--- src/rtl/reg_wb_arbiter.sv ---
// Register-file writeback arbiter: the ALU has strict priority, and external results are queued
// in a small FIFO. It also flags read hazards against queued writes and against the write in flight.
module reg_wb_arbiter #(
   parameter int DATA_WIDTH = 32,
   parameter int ADDR_WIDTH = 4,
   parameter int FIFO_DEPTH = 4
) (
   input  logic                          clk,
   input  logic                          reset,
   input  logic                          alu_we,
   input  logic [ADDR_WIDTH-1:0]         alu_addr,
   input  logic [DATA_WIDTH-1:0]         alu_data,
   input  logic                          ext_valid,
   output logic                          ext_ready,
   input  logic [ADDR_WIDTH-1:0]         ext_addr,
   input  logic [DATA_WIDTH-1:0]         ext_data,
   input  logic [ADDR_WIDTH-1:0]         read_addr_0,
   input  logic [ADDR_WIDTH-1:0]         read_addr_1,
   output logic                          hazard_0,
   output logic                          hazard_1,
   output logic                          write_enable,
   output logic [ADDR_WIDTH-1:0]         write_addr,
   output logic [DATA_WIDTH-1:0]         write_data,
   output logic [$clog2(FIFO_DEPTH):0]   fifo_count
);

   localparam int PTR_W = $clog2(FIFO_DEPTH);
   localparam int CNT_W = PTR_W + 1;
   localparam logic [CNT_W-1:0] FULL_CNT = CNT_W'(FIFO_DEPTH);

   logic [ADDR_WIDTH-1:0] addr_mem_r [FIFO_DEPTH];
   logic [DATA_WIDTH-1:0] data_mem_r [FIFO_DEPTH];
   logic [PTR_W-1:0]      wr_ptr_r;
   logic [PTR_W-1:0]      rd_ptr_r;
   logic [CNT_W-1:0]      count_r;
   logic                  push_s;
   logic                  pop_s;
   logic [PTR_W-1:0]      offset_s [FIFO_DEPTH];
   logic [FIFO_DEPTH-1:0] slot_valid_s;
   logic                  write_enable_r;
   logic [ADDR_WIDTH-1:0] write_addr_r;
   logic [DATA_WIDTH-1:0] write_data_r;
   logic                  hazard_0_s;
   logic                  hazard_1_s;

   // The pop decision uses the registered count, so an entry pushed on this edge waits one more edge.
   assign ext_ready    = ~reset & (count_r < FULL_CNT);
   assign push_s       = ext_valid & ext_ready;
   assign pop_s        = ~alu_we & (count_r != {CNT_W{1'b0}});
   assign fifo_count   = count_r;
   assign write_enable = write_enable_r;
   assign write_addr   = write_addr_r;
   assign write_data   = write_data_r;
   assign hazard_0     = hazard_0_s;
   assign hazard_1     = hazard_1_s;

   // FIFO pointers and occupancy; power-of-two depth makes the pointer wrap implicit.
   always_ff @(posedge clk) begin
      if (reset) begin
         wr_ptr_r <= {PTR_W{1'b0}};
         rd_ptr_r <= {PTR_W{1'b0}};
         count_r  <= {CNT_W{1'b0}};
      end else begin
         if (push_s) begin
            wr_ptr_r <= wr_ptr_r + PTR_W'(1);
         end
         if (pop_s) begin
            rd_ptr_r <= rd_ptr_r + PTR_W'(1);
         end
         count_r <= count_r + CNT_W'(push_s) - CNT_W'(pop_s);
      end
   end

   // FIFO storage; contents need no reset because validity comes from the pointers.
   always_ff @(posedge clk) begin
      if (push_s) begin
         addr_mem_r[wr_ptr_r] <= ext_addr;
         data_mem_r[wr_ptr_r] <= ext_data;
      end
   end

   // Registered writeback port: reset, then ALU, then the FIFO head, otherwise idle.
   always_ff @(posedge clk) begin
      if (reset) begin
         write_enable_r <= 1'b0;
         write_addr_r   <= {ADDR_WIDTH{1'b0}};
         write_data_r   <= {DATA_WIDTH{1'b0}};
      end else if (alu_we) begin
         write_enable_r <= 1'b1;
         write_addr_r   <= alu_addr;
         write_data_r   <= alu_data;
      end else if (pop_s) begin
         write_enable_r <= 1'b1;
         write_addr_r   <= addr_mem_r[rd_ptr_r];
         write_data_r   <= data_mem_r[rd_ptr_r];
      end else begin
         write_enable_r <= 1'b0;
      end
   end

   // A slot holds a live entry when its distance from the read pointer is below the count.
   always_comb begin
      for (int i = 0; i < FIFO_DEPTH; i++) begin
         offset_s[i]     = PTR_W'(i) - rd_ptr_r;
         slot_valid_s[i] = ({1'b0, offset_s[i]} < count_r);
      end
   end

   // Hazard flags: any live queued destination, or the write currently on the port.
   always_comb begin
      hazard_0_s = write_enable_r & (write_addr_r == read_addr_0);
      hazard_1_s = write_enable_r & (write_addr_r == read_addr_1);
      for (int i = 0; i < FIFO_DEPTH; i++) begin
         hazard_0_s = hazard_0_s | (slot_valid_s[i] & (addr_mem_r[i] == read_addr_0));
         hazard_1_s = hazard_1_s | (slot_valid_s[i] & (addr_mem_r[i] == read_addr_1));
      end
      hazard_0_s = hazard_0_s & ~reset;
      hazard_1_s = hazard_1_s & ~reset;
   end

endmodule

--- config.mk ---
export PLATFORM = sky130hd
export DESIGN_NAME = reg_wb_arbiter
export DESIGN_NICKNAME = d
export VERILOG_FILES = /design/src/rtl/reg_wb_arbiter.sv
export SDC_FILE = /design/constraint.sdc
export NUM_CORES = 1
export LEC_CHECK = 0
export CORE_MARGIN = 8
export CORE_UTILIZATION = 54
export DETAILED_ROUTE_END_ITERATION = 16
export GPL_ROUTABILITY_DRIVEN = 0
export PLACE_DENSITY = 0.8
export SYNTH_ARGS = -nofsm -noshare
export SYNTH_HDL_FRONTEND = slang
export SYNTH_SLANG_ARGS = --single-unit
--- constraint.sdc ---
create_clock -name clk -period 2.7 [get_ports clk]
set_input_delay 0.405 -clock clk [delete_from_list [all_inputs] [get_ports clk]]
set_output_delay 0.405 -clock clk [all_outputs]
set_load 0.005 [all_outputs]
==> reports/qor.yml <==
critPathLaunch: "fifo_count[1]"
initialDrtViolationCount: 292
cts_tree: "built"
dp_cells: 775
core_area_mm2: 0.0145
start_util_pct: 54.8
fin_skew_ps: 9.18
antenna_found_initial: 1
cts_buffer_depth: 2
finalCriticalPeriod_ps: 2560
timing.final.hold_violations: 0
dieWidth_um: 137
num_antenna_cells: 0
r2r_end: "fifo_count[2]"
cts_root_buf: "clkbuf_16"
worst_slack_ps: 141
crit_end: "hazard_1"
r2r_start: "fifo_count[2]"
place_ws_ps: -84.7
met1_length_um: 6600
p_sw_share_pct: 25.9
setup_violations: 0
wl_met2_um: 8820
route.detailed.drc: 0
grt_overflow_total: 0
postSynth.asyncResetShare_pct: 0
drive_above_1_share_pct: 14.9
numCtsBuffers: 17
worstPathMaxFanout: 5
tightest_slew_ps: 761
ys_seq_area_share_pct: 66.1
ys_ff_latch: 190
io_buffers: 126
synth_enable_flop_cells: 144
wl_met3_um: 1110
p_sw_mw: 2.19
synth_area_leader_cell: "edfxtp_1"
area_growth_pct: 26.2
clock_sinks: 190
min_period_over_period_pct: 94.8
max_slew_margin_pct: 49.3
syn_avg_cell_area_um2: 16.5
reg2reg_slack_ps: 600
grt_max_degree: 48
status: "finished, final reports clean"
grt_pass1_vias: 4942
peakVddDrop_uv: 529
fin_nets: 706
fmax_mhz: 391
p_total_mw: 8.45
syn_nets: 575
clock_latency_ps: 420
regArea_mm2: 0.00525
r2r_cells: 9
power_density_mw_per_mm2: 844
clk_pin_slew_ps: 70
multi_input_area_mm2: 0.00245
io_pins: 127
firstDrtPassIters: 4
postSynthCellCount: 480
highest_layer: "met5"
synth.most_common_cell: "edfxtp_1"
wl_per_cell_um: 21.0
grt_first_pass_wirelength_um: 26300
synth_area_mm2: 0.00794
layout.cells.non_filler: 808
ys_warn_count: 0
yosysTopAreaCellShare_pct: 54.5
required_ps: 2300
num_vias: 4562
die_y_um: 137
endpoint_kind: "output pin"
num-fill-cells: 954
p_clk_share_pct: 31.6
rows: 44
drv_slew: 0
grt_use_total_pct: 18.6
crit_type: "register to output pin"
dieArea_mm2: 0.0188
dp_hpwl_um: 11600
antenna_left: 0
power.leakage_nw: 3.56
post-route-util_pct: 69.2
via_per_inst: 5.65
ys.flop_type: "edfxtp_1"
hold_path_class: "input port to register"
cp.arrival_ps: 2150
p_int_mw: 6.26
hold_slack_ps: 411
maxCapViolations: 0
postCtsHoldBufs: 0
pwr-share-seq_pct: 43.4
cp-start-kind: "register"
synth_common_cells: "144 x edfxtp_1, 46 x dfxtp_1, 43 x nor2_1, 38 x xor2_1"
yosys.cell_types.count: 35
grt_setup_unrepaired: "false"
h-tree-depth: 4
pwr-share-comb_pct: 25.0
routed_wl_um: 17000
yosys-top-cells-area: "edfxtp_1 54%, dfxtp_1 12%, mux4_2 8.5%"
## cell type report
class                   instances  area share, %
clock buffers                  23           5.21
multi-input cells             248           24.4
well taps                     184           2.30
inverters                       9          0.337
repair buffers                145           14.0
clock inverters                 9           1.25
flip-flops and latches        190           52.4
## cell families (layout without fill, tap and decap cells)
group           count (synthesis)  count (layout)  synth area share (%)
flops                         190             190                  66.1
fa+ha+maj                      11              11                  1.83
mux                            72              72                  15.0
compound gates                 49              49                  4.48
xor+xnor                       46              46                  5.07
buf+inv                        42             186                  3.40
simple gates                   70              70                  4.13
## how the worst min path moves through the flow
stage	cells after the start	to	start
after detailed placement	2	write_data[7]	write_data[7]
after CTS	4	rd_ptr_r[0]	alu_we
after global routing	4	rd_ptr_r[0]	alu_we
after global placement	2	write_data[26]	write_data[26]
final	4	rd_ptr_r[0]	alu_we
after floorplan	2	write_data[13]	write_data[13]
## power groups by stage
stage | clock [mW] | combinational (mW) | sequential (mW)
after floorplan | 0 | 1.35 | 3.67
after global placement | 0 | 2.03 | 3.70
after detailed placement | 0 | 2.10 | 3.72
after CTS | 2.71 | 2.14 | 3.67
after global routing | 2.82 | 2.31 | 3.70
final | 2.67 | 2.12 | 3.67
## worst max-delay path, cell delays in order (launching register included)
cell and delay [ps]:
dfxtp_4 380, inv_2 80, ha_1 310, a21boi_1 130, o21ai_1 190, buf_4 140
a22oi_1 70, a31oi_1 180, dlygate4sd2_1 260
## timing repair
action,4_1_cts,5_1_grt
setup endpoints to repair,2,1
buffers inserted,0,1
gates cloned,0,0
resized for setup,11,2
endpoints found under the hold margin,0,0
pin swaps,2,1
## flip-flops by register name (all words and copies together), names as in the netlist, named ones only
name	flops
write_enable	1
write_addr	4
rd_ptr_r	2
addr_mem_r	16
wr_ptr_r	2
fifo_count	3
write_data	32
data_mem_r	128
## stage by stage
| step | TNS [ps] | instance area [um^2] |
|---|---|---|
| global placement | -29.5 | 9340 |
| finish | 0 | 10000 |
| global route | 0 | 10000 |
| floorplan | 0 | 7940 |
| CTS | -78.8 | 10000 |
| detailed placement | -84.7 | 9340 |
## cells in the final DEF, fill, tap and decap left out, drive strengths merged
cell type and n:
ha 10, a31oi 4, a21boi 1, dlymetal6s2s 1
o21ai 2, nor3b 1, nand2b 2, nor2b 5
fa 1, edfxtp 144, clkbuf 23, buf 21
a211oi 36, dlygate4sd2 2, and3 4, bufinv 3
nor3 3, mux4 36, a21oi 1, a22oi 4
o31ai 1, nor2 43, inv 10, and2 1
nand2 1, nand3 2, xor2 38, clkinv 5
xnor2 8, dfxtp 46, clkdlybuf4s50 121, mux2i 36
nor4 8
## metal layers
layer | vias up | global-route usage, %
li1 | 2121 | -
met4 | 2 | 8.81
met5 | - | 0
met2 | 142 | 32.3
met1 | 2263 | 20.9
met3 | 34 | 4.92
(Power assumes the default switching activity.)
==> RTL change 1 (config.mk and constraints unchanged) <==
Make the reset (`reset`) asynchronous in 2 clocked blocks.
--- a/src/rtl/reg_wb_arbiter.sv
+++ b/src/rtl/reg_wb_arbiter.sv
@@ -55,7 +55,7 @@
    assign hazard_1     = hazard_1_s;
 
    // FIFO pointers and occupancy; power-of-two depth makes the pointer wrap implicit.
-   always_ff @(posedge clk) begin
+   always_ff @(posedge clk or posedge reset) begin
       if (reset) begin
          wr_ptr_r <= {PTR_W{1'b0}};
          rd_ptr_r <= {PTR_W{1'b0}};
@@ -80,7 +80,7 @@
    end
 
    // Registered writeback port: reset, then ALU, then the FIFO head, otherwise idle.
-   always_ff @(posedge clk) begin
+   always_ff @(posedge clk or posedge reset) begin
       if (reset) begin
          write_enable_r <= 1'b0;
          write_addr_r   <= {ADDR_WIDTH{1'b0}};
Formal check against the unedited RTL: differs if reset is asserted again (counterexample within 4 cycles, from zero or initial values and one cycle with reset high); with reset held inactive, the same outputs for 4 cycles.
==> RTL change 1 against the original RTL <==
First-iteration DRC count rose by 2.4%; cell count rose by 0.12%; cell area rose by 0.31%; wire length rose by 0.14%; synthesized area rose by 0.61%; power rose by 9.1%; worst setup slack got worse by 0.029 ns; fmax fell by 1.1%; sequential cell count fell by 2; clock power fell by 7%; critical path type unchanged.
==> RTL change 1: results <==
setup_path:
  worstSetupStartpoint: "rd_ptr_r[1]$_DFFE_PP0P_"
  rr_endpoint: "fifo_count[2]$_DFF_PP0_"
  minimum_setup_slack_among_reg_to_reg_paths_ns: 0.51
  timing.critical_path.fanout_max: 4
  reg2reg_from: "fifo_count[2]$_DFF_PP0_"
  worst_ep_arrival_time_ns: 2.18
detailed_routing:
  drt_first_iter_violations: 299
  viasPerCell: 5.56
placement:
  post_place_instance_area_mm2: 0.00945
  placedCellCount: 776
  dp_hpwl_mm: 11.9
  place_worst_setup_slack_ns: -0.124
timing:
  finClkSkew_ns: 0.00891
  fin_worst_hold_slack_ns: 0.336
  setup_slack_ns: 0.112
finish:
  final_layout_size_suffix_gt1_frac: 0.162
  fillerInstances: 955
hold_path:
  min_to: "rd_ptr_r[0]$_DFFE_PP0P_"
  min_delay_path_depth: 3
yosys:
  asyncSetResetFlopFracSynth: 0.234
  synth_area_per_cell_um2: 17.0
  synth-seq-area-share: 0.679
grt:
  grt_start_max_net_pins: 40
status:
  outcome: "complete, no violations"
cts:
  cts-resized-gates: 5
-- RTL change 1: cell types whose count changed after synthesis, moves of 5 or more --
cell / change
mux4_2: +6
dfrtp_1: +44
o21ai_0: +5
o21ai_1: +34
nor2_1: -41
dfxtp_1: -46
nand2_1: +39
buf_6: +5
a211oi_1: -36
mux4_1: -6
-- RTL change 1: critical path, cell delays in order (launching register included) --
cell             delay (ns)
dfrtp_2                0.44
xnor2_2                0.20
inv_1                  0.06
ha_1                   0.29
a31oi_2                0.21
a22oi_1                0.12
a41oi_1                0.20
clkdlybuf4s15_1        0.24
-- RTL change 1: layout make-up --
class	count	area, um2	area share
flip-flops and latches	188	5430	0.540
multi-input cells	241	2300	0.229
repair buffers	152	1460	0.145
clock buffers	22	444	0.0442
well taps	184	230	0.0229
clock inverters	10	143	0.0142
inverters	11	41.3	0.00411
diodes	1	2.50	0.000249
-- RTL change 1: per-layer routing --
layer	vias up	wire [um]	part of all wire	track usage
li1	2058	-	-	-
met1	2256	6720	0.40	0.220
met2	153	8600	0.51	0.316
met3	28	1280	0.075	0.0584
met4	0	392	0.023	0.0803
met5	-	0	0	0.0194
-- RTL change 1: cell families (layout without fill, tap and decap cells) --
| logic type | count (synthesis) | in the layout | synth area share |
|---|---|---|---|
| buffers and inverters | 40 | 195 | 0.0340 |
| XOR/XNOR | 46 | 46 | 0.0504 |
| AO/OA/AOI/OAI | 49 | 49 | 0.0335 |
| adder cells (fa/ha/maj) | 11 | 11 | 0.0182 |
| multiplexers | 72 | 72 | 0.147 |
| other | 0 | 1 | 0 |
| flip-flops | 188 | 188 | 0.679 |
| AND/OR/NAND/NOR | 63 | 63 | 0.0382 |
-- RTL change 1: power breakdown --
part | internal, uW | switching, uW
combinational | 1560 | 1270
clock | 1460 | 1030
sequential | 3600 | 303
==> RTL change 2 (config.mk and constraints unchanged) <==
Made on the original files. Set the parameter `ADDR_WIDTH` to 2 (it was 4).
--- a/src/rtl/reg_wb_arbiter.sv
+++ b/src/rtl/reg_wb_arbiter.sv
@@ -2,7 +2,7 @@
 // in a small FIFO. It also flags read hazards against queued writes and against the write in flight.
 module reg_wb_arbiter #(
    parameter int DATA_WIDTH = 32,
-   parameter int ADDR_WIDTH = 4,
+   parameter int ADDR_WIDTH = 2,
    parameter int FIFO_DEPTH = 4
 ) (
    input  logic                          clk,
Ports: changed (5 resized); port bits go from 127 to 117. No check against the original RTL was run, so the function may have changed too.
==> RTL change 2 against the original RTL <==
Sequential share of layout area up 1.1 points; sequential power down 5%; clock skew up 0.0021 ns; sequential cell count down 10; wire length down 7.6%; global-route usage about the same; worst setup slack better by 0.029 ns; cell area down 7.3%; fmax up 1.2%; power down 6.8%; count of clock-buffer cells in the layout up 3; synthesized area down 7.0%; highest routed layer unchanged.
==> RTL change 2: results <==
finish:
  final_layout_size_suffix_gt1_frac: 0.175
  largest_reg_flops: 128
  antenna_diode_count: 0
  finish.net_count: 641
  fillerInstances: 840
  final-instance-count-excl-fill: 743
  top_register: "data_mem_r"
yosys:
  asyncSetResetFlopFracSynth: 0
  synth_edf_count: 136
  yosysUniqueCellTypes: 36
  synth_area_per_cell_um2: 17.1
  ys.warnings.count: 0
  netlist_top_cells_count: "edfxtp_1 (136), dfxtp_1 (44), nor2_1 (42)"
  synth-seq-area-share: 0.673
  synth.area.top_cells: "edfxtp_1 (55%), dfxtp_1 (12%), mux4_2 (9.2%), mux2i_1 (4.6%), a211oi_1 (2.5%)"
  synth_nets: 519
detailed_routing:
  drt_first_iter_violations: 245
  viasPerCell: 5.51
  routed_wl_mm: 15.7
  firstDrtPassIters: 4
cts:
  post_cts_buffers: 0
  cts.path.max_buffers: 2
  cts-buffers-inserted: 17
  cts-resized-gates: 6
  cts.clk_slew.worst_paths_ns: 0.06
  root_buffer: "clkbuf_16"
  max_h_tree_level: 4
  clock_latency_ns: 0.42
power_and_ir_drop:
  clk-power_uw: 2310
  power.combinational.fraction: 0.265
  irDropWorstVdd_mv: 0.563
  intPower_uw: 5790
  clock_power_share: 0.293
  total_leakage_power_uw: 0.00322
setup_path:
  crit_end: "hazard_1"
  timing.critical_path.fanout_max: 4
  critPathMaxStageDelay_ns: 0.41
  rr_endpoint: "fifo_count[2]$_SDFF_PP0_"
  critical_path.top_delay_family: "compound AO/OA/AOI/OAI gates"
  cp_slowest_cell: "dfxtp_1"
  minimum_setup_slack_among_reg_to_reg_paths_ns: 0.30
  reg2reg_from: "fifo_count[2]$_SDFF_PP0_"
  worst_ep_arrival_time_ns: 2.12
  worstSetupStartpoint: "rd_ptr_r[1]$_SDFFE_PP0P_"
timing:
  finClkSkew_ns: 0.0113
  worst-slew-pin-transition_ns: 0.653
  max_freq_ghz: 0.395
placement:
  post_place_instance_area_mm2: 0.00870
  placedCellCount: 711
  port_buffers: 116
  place_worst_setup_slack_ns: 0.0953
  dp_hpwl_mm: 10.7
grt:
  antenna_violations_before_repair: 1
  grt_start_max_net_pins: 44
  grt.total_usage: 0.185
  grt_pass1_wl_mm: 25.0
  grt_pass1_vias: 4503
hold_path:
  worstHoldPathType: "in2reg"
status:
  outcome: "complete, no violations"
[RTL change 2: cell types whose count changed after synthesis, sizes merged, moves of 2 or more]
cell and change:
xor2 -32, xnor2 +12, edfxtp -8, nor4 -6, a22oi -4, clkbuf -3, dfxtp -2, mux2i -2
mux4 -2, nor3 -2, o211ai +2
[RTL change 2: cell type report]
class,instances,area (um2),area share
Sequential cell,180,4970,0.535
Clock buffer,26,509,0.0548
Inverter,9,33.8,0.00364
Tap cell,176,220,0.0237
Timing Repair Buffer,133,1300,0.140
Clock inverter,6,52.6,0.00566
Multi-Input combinational cell,213,2200,0.237
[RTL change 2: worst min path at each step]
stage | startpoint | slack, ns | end | depth (start not counted)
floorplan | write_data[10]$_SDFFE_PP0P_ | 0.49 | write_data[10]$_SDFFE_PP0P_ | 2
global placement | write_data[15]$_SDFFE_PP0P_ | 0.49 | write_data[15]$_SDFFE_PP0P_ | 2
detailed placement | write_data[20]$_SDFFE_PP0P_ | 0.50 | write_data[20]$_SDFFE_PP0P_ | 2
CTS | alu_we | 0.45 | rd_ptr_r[0]$_SDFFE_PP0P_ | 4
global route | alu_we | 0.52 | register | 4
finish | alu_we | 0.47 | rd_ptr_r[0]$_SDFFE_PP0P_ | 4
[RTL change 2: cell families (layout without fill, tap and decap cells)]
family,Yosys count,count (layout),synth area share
compound gates,47,47,0.0536
mux,68,68,0.152
xor+xnor,26,26,0.0308
flops,180,180,0.673
buf+inv,39,174,0.0332
fa+ha+maj,11,11,0.0197
simple gates,61,61,0.0383
[RTL change 2: layer usage]
metal | vias up | global-route usage | share of wire
met1 | 2044 | 0.212 | 0.40
met3 | 22 | 0.0564 | 0.056
met5 | - | 0 | 0.00083
li1 | 1916 | - | -
met2 | 109 | 0.323 | 0.53
met4 | 2 | 0.0618 | 0.015
